===== src/rtl/ex_stall_controller.sv =====
// ex_stall_controller
//   Central stall/flush arbiter sitting between the hazard detection unit
//   and the PC, IF/ID and ID/EX registers. It merges the load-use request
//   with the stall produced by the multi-cycle multiplier in EX, and it
//   counts stall cycles for performance analysis.
//
// Parameters
//   MULT_LATENCY  EX cycles a multiply occupies (1..7)
//   PERF_W        width of the saturating stall-cycle counter
//
// Ports
//   clk, arst         clock (rising edge), async active-high reset
//   hz_flush          load-use bubble request from hazard unit
//   hz_pc_enable      PC enable from hazard unit
//   hz_if_id_enable   IF/ID enable from hazard unit
//   mult_start_ex     valid multiply present in EX this cycle
//   pc_enable         final PC enable
//   if_id_enable      final IF/ID enable
//   id_ex_enable      ID/EX enable (0 freezes the instruction in EX)
//   id_ex_flush       bubble into ID/EX
//   ex_mem_bubble     bubble into EX/MEM (multiply result not ready)
//   mult_done         multiply result valid in EX this cycle
//   mult_busy         multiplier sequence in progress (BUSY state)
//   perf_stall_count  cycles with pc_enable==0, saturating
module ex_stall_controller #(
  parameter int MULT_LATENCY = 4,
  parameter int PERF_W       = 32
) (
  input  logic              clk,
  input  logic              arst,
  input  logic              hz_flush,
  input  logic              hz_pc_enable,
  input  logic              hz_if_id_enable,
  input  logic              mult_start_ex,
  output logic              pc_enable,
  output logic              if_id_enable,
  output logic              id_ex_enable,
  output logic              id_ex_flush,
  output logic              ex_mem_bubble,
  output logic              mult_done,
  output logic              mult_busy,
  output logic [PERF_W-1:0] perf_stall_count
);

  typedef enum logic {IDLE = 1'b0, BUSY = 1'b1} state_t;

  localparam logic [2:0] CNT_INIT = 3'(MULT_LATENCY - 1);
  localparam bit         MULTI    = (MULT_LATENCY > 1);

  state_t            state_q, state_d;
  logic [2:0]        cnt_q, cnt_d;
  logic [PERF_W-1:0] perf_q, perf_d;
  logic              start;
  logic              stall;
  logic              done;

  // Next state and the internal stall/done decisions.
  always_comb begin
    // A start seen while reset is asserted must not launch a sequence,
    // otherwise outputs would stall during reset.
    start   = (state_q == IDLE) && mult_start_ex && !arst;
    stall   = 1'b0;
    done    = 1'b0;
    state_d = state_q;
    cnt_d   = cnt_q;
    case (state_q)
      IDLE: begin
        if (start) begin
          if (MULTI) begin
            stall   = 1'b1;
            state_d = BUSY;
            cnt_d   = CNT_INIT;
          end else begin
            // Single-cycle multiply: result ready immediately, no stall.
            done = 1'b1;
          end
        end
      end
      BUSY: begin
        if (cnt_q > 3'd1) begin
          // Same instruction still held in EX; hazard inputs and new
          // starts are ignored until the done cycle.
          stall = 1'b1;
          cnt_d = cnt_q - 3'd1;
        end else begin
          // cnt==1 is the done cycle; cnt==0 cannot occur but recovers.
          done    = (cnt_q == 3'd1);
          state_d = IDLE;
          cnt_d   = 3'd0;
        end
      end
      default: begin
        state_d = IDLE;
        cnt_d   = 3'd0;
      end
    endcase
  end

  // While stalling, ID/EX is frozen so a hazard flush must not clobber it.
  always_comb begin
    pc_enable     = stall ? 1'b0 : hz_pc_enable;
    if_id_enable  = stall ? 1'b0 : hz_if_id_enable;
    id_ex_flush   = stall ? 1'b0 : hz_flush;
    id_ex_enable  = !stall;
    ex_mem_bubble = stall;
    mult_done     = done;
    mult_busy     = (state_q == BUSY);
  end

  // Saturating counter: holds at all-ones rather than wrapping.
  always_comb begin
    perf_d = perf_q;
    if (!pc_enable && (perf_q != '1)) perf_d = perf_q + PERF_W'(1);
  end

  assign perf_stall_count = perf_q;

  always_ff @(posedge clk or posedge arst) begin
    if (arst) begin
      state_q <= IDLE;
      cnt_q   <= 3'd0;
      perf_q  <= '0;
    end else begin
      state_q <= state_d;
      cnt_q   <= cnt_d;
      perf_q  <= perf_d;
    end
  end

endmodule


===== config.mk =====
export PLATFORM = sky130hd
export DESIGN_NAME = ex_stall_controller
export DESIGN_NICKNAME = d
export VERILOG_FILES = /design/src/rtl/ex_stall_controller.sv
export SDC_FILE = /design/constraint.sdc
export NUM_CORES = 1
export LEC_CHECK = 0
export ABC_AREA = 1
export BUFFER_PORTS_ARGS = -buffer_cell sky130_fd_sc_hd__clkbuf_2
export CORE_MARGIN = 1.5
export CORE_UTILIZATION = 40
export DETAILED_ROUTE_END_ITERATION = 10
export PLACE_DENSITY = 0.64
export SLEW_MARGIN = 20
export SYNTH_ARGS = -nofsm -noshare
export SYNTH_HDL_FRONTEND = slang
export SYNTH_SLANG_ARGS = --single-unit

===== constraint.sdc =====
create_clock -name clk -period 1.7 [get_ports clk]
set_clock_uncertainty 0.05 [all_clocks]
set_input_delay 0.17 -clock clk [delete_from_list [all_inputs] [get_ports clk]]
set_output_delay 0.17 -clock clk [all_outputs]
set_load 0.01 [all_outputs]

==> results_dict.tcl <==
set metrics [dict create \
    status "finished with violations" \
    violations "negative setup slack" \
    ys_types 27 \
    pwr-share-seq_pct 29.4 \
    required_ps 1830 \
    htreeDepth 2 \
    numCtsBuffers 5 \
    die_w_um 81.36 \
    fin_ws_ps -18.53 \
    setup_viol 19 \
    post_drt_wl_per_cell_um 13.61 \
    ioPinCount 45 \
    finalCoreUtilization_pct 58.77 \
    dpl_cell_area_um2 2950 \
    clock-root-buffer "clkbuf_8" \
    maxSlewViolCount 0 \
    synth_area_um2 2456 \
    postSynthAreaPerCell_um2 6.396 \
    worst-slew-pin-transition_ps 491.6 \
    peakVddDrop_v 0.0007722 \
    cp.buffers_inverters 3 \
    fmax_mhz 581.9 \
    clock_sinks 36 \
    ff2ff_setup_slack_ps -20 \
    slowest_delay_ps 440 \
    cap_violations 0 \
    synth_fa_ha_area_share_pct 1.528 \
    final_area_um2 3480 \
    antenna_found_initial 0 \
    powerDensity_nw_per_um2 1097 \
    holdCritPathClass "in2reg" \
    grt_usage_pct 22.71 \
    switching_power_mw 1.531 \
    viasPerCell 4.928 \
    post-route-period-util_pct 101.1 \
    postRouteAntennaNets 0 \
    synth_top_family_by_area "simple AND/OR/NAND/NOR gates" \
    dp_worst_setup_slack_ps 23.48 \
    grt_start_max_net_pins 38 \
    worstSetupPathType "reg2reg" \
    muxShareOfSynthArea_pct 0 \
    path_delay_family "simple AND/OR/NAND/NOR gates" \
    slowest_stage "dfrtp_2" \
    reg2reg_from "cnt_q[0]" \
    syn_nets 393 \
    cell_internal_pwr_mw 2.285 \
    async_flop_share_pct 100.0 \
    whs_ps 125.3 \
    synth_top_area_share_pct 36.68 \
    synth_flop_cell "dfrtp_1" \
    yosysTopAreaCell "dfrtp_1" \
    path_clk_slew_ps 70 \
    synth-edff-count 0 \
    die-area_um2 6619 \
    synth_cells 384 \
    power_frac_clock_pct 16.7 \
    initial_core_util_pct 41.48 \
    yosys_warnings 0 \
    synth_xor_area_share_pct 4.636 \
    combPwrFrac_pct 53.9 \
    gp_congestion 0.8777 \
    crit_cells 11 \
    portBuffers 44 \
    synth_area_leaders "dfrtp_1, nand2_1, nor2_1" \
    cp.arrival_ps 1850 \
    p_leak_nw 1.825 \
    reg2regPathDepth 11 \
    switching_share_pct 40.12 \
    diodes 0 \
    path_cells "ha_4, inv_2, o21ai_2, nand2_1, nand2_2, nand2_4, buf_12, nand2_8, clkbuf_16, nand2_2, nand2_1" \
    clk_latency_ps 290 \
    die_height_um 81.36 \
    vias 2745 \
    grt_overflow 0 \
    slew_headroom_pct 67.23 \
    grt_pass1_vias 2452 \
    reg2reg_to "perf_stall_count[11]" \
    final_nets 490 \
    endpoint_kind "register" \
    hold_violations 0 \
    tritoncts "done" \
    cp-start-kind "register" \
    drc_errors 0 \
    grt_setup_unrepaired "yes" \
    core-area_um2 5921 \
    area_growth_pct 41.67 \
    seq_area_frac_synth_pct 36.68 \
    grt_pass1_wl_um 11520 \
    endpoint "perf_stall_count[11]" \
    synth_compound_area_share_pct 2.802 \
    wirelength_um 7582 \
    num_rows 28 \
    hpwl_um 4897 \
    cp_max_fo 7 \
    clk_path_buf_depth 2 \
    drtIter0Drc 157 \
    fin_crit_ps 1719 \
    dr.pass1.iters 4 \
    drive_gt1_share_pct 32.16 \
    synth-simple-area-share_pct 46.61 \
    crit_path_start "cnt_q[0]" \
    synth-seq-cells 36 \
]
## kinds of logic after synthesis
family                   after synthesis
AO/OA/AOI/OAI                         13
buffers and inverters                 42
XOR/XNOR                              13
AND/OR/NAND/NOR                      277
adder cells (fa/ha/maj)                3
flip-flops                            36
## how the worst min path moves through the flow
stage	start	to	slack [ps]	cells past startpoint
CTS	mult_start_ex	cnt_q[0]	110	3
global placement	arst	cnt_q[0]	290	3
global route	mult_start_ex	cnt_q[0]	170	3
floorplan	arst	cnt_q[0]	80	1
detailed placement	arst	cnt_q[0]	290	3
finish	mult_start_ex	cnt_q[0]	130	3
## stage by stage
| step | power, mW | TNS, ps | std cells |
|---|---|---|---|
| 3_3_place_gp | 2.191 | 0 | 525 |
| 6_report | 3.816 | -178.2 | 557 |
| 3_5_place_dp | 2.217 | 0 | 525 |
| 2_1_floorplan | 1.870 | -937.4 | 384 |
| 5_1_grt | 4.068 | -2784 | 557 |
| 4_1_cts | 3.197 | -3.944 | 547 |
## cell usage in the layout, fill, tap and decap left out, drive strengths merged
cell | netlist | layout
a21oi | 1 | 1
a31oi | 1 | 1
buf | 5 | 50
clkbuf | 0 | 47
clkinv | 0 | 3
clkinvlp | 0 | 1
dfrtp | 36 | 36
dlygate4sd3 | 0 | 1
ha | 3 | 3
inv | 37 | 37
nand2 | 198 | 199
nand3 | 18 | 18
nand3b | 1 | 1
nand4 | 2 | 2
nor2 | 57 | 57
nor3 | 1 | 1
o21ai | 9 | 9
o22ai | 2 | 2
xnor2 | 6 | 6
xor2 | 7 | 7
## routing by layer
metal	up-vias	GRT usage [%]	routed length, um
met5	-	0	0
met1	1244	31.46	3278
met3	18	4.270	545
met2	122	34.96	3591
met4	0	8.448	167
li1	1361	-	-
## power groups by stage
stage	Clock [mW]	Combinational, mW	Sequential (mW)
CTS	0.661	1.44	1.10
detailed placement	0	1.11	1.11
floorplan	0	0.731	1.14
global placement	0	1.09	1.10
global route	0.691	2.24	1.14
finish	0.638	2.06	1.12
## cell type report
cell class	instances	area, um^2
Fill cell	578	2441
Multi-Input combinational cell	307	1509
Sequential cell	36	905.9
Timing Repair Buffer	92	686.9
Inverter	37	168.9
Tap cell	75	93.84
Clock buffer	6	82.58
Timing Repair inverter	2	22.52
Clock inverter	2	10.01
## worst min-delay path, cell delays in order
cell	delay, ps
clkbuf_2	100
nand2_1	70
a31oi_1	90
## Yosys cell counts (2+ instances only)
master and n:
buf_4 2, buf_6 3, dfrtp_1 36, ha_1 3
inv_1 35, nand2_1 192, nand2_2 3, nand2_4 2
nand3_1 17, nand4_1 2, nor2_1 53, nor2_2 2
o21ai_0 8, o22ai_1 2, xnor2_1 6, xor2_1 7
## flip-flops by register name, indices dropped and copies added, names as in the netlist
name	flops
cnt_q	3
perf_stall_count	32
mult_busy	1
## what timing repair did
item / 4_1_cts / 5_1_grt
endpoints found under the hold margin: 36 / 0
setup buffers: 13 / 5
setup endpoints to repair: 5 / 34
gates cloned: 0 / 6
pin swaps: 4 / 14
hold buffers: 1 / 0
gates resized for setup: 8 / 57
Power figures use the tool's default switching activity.
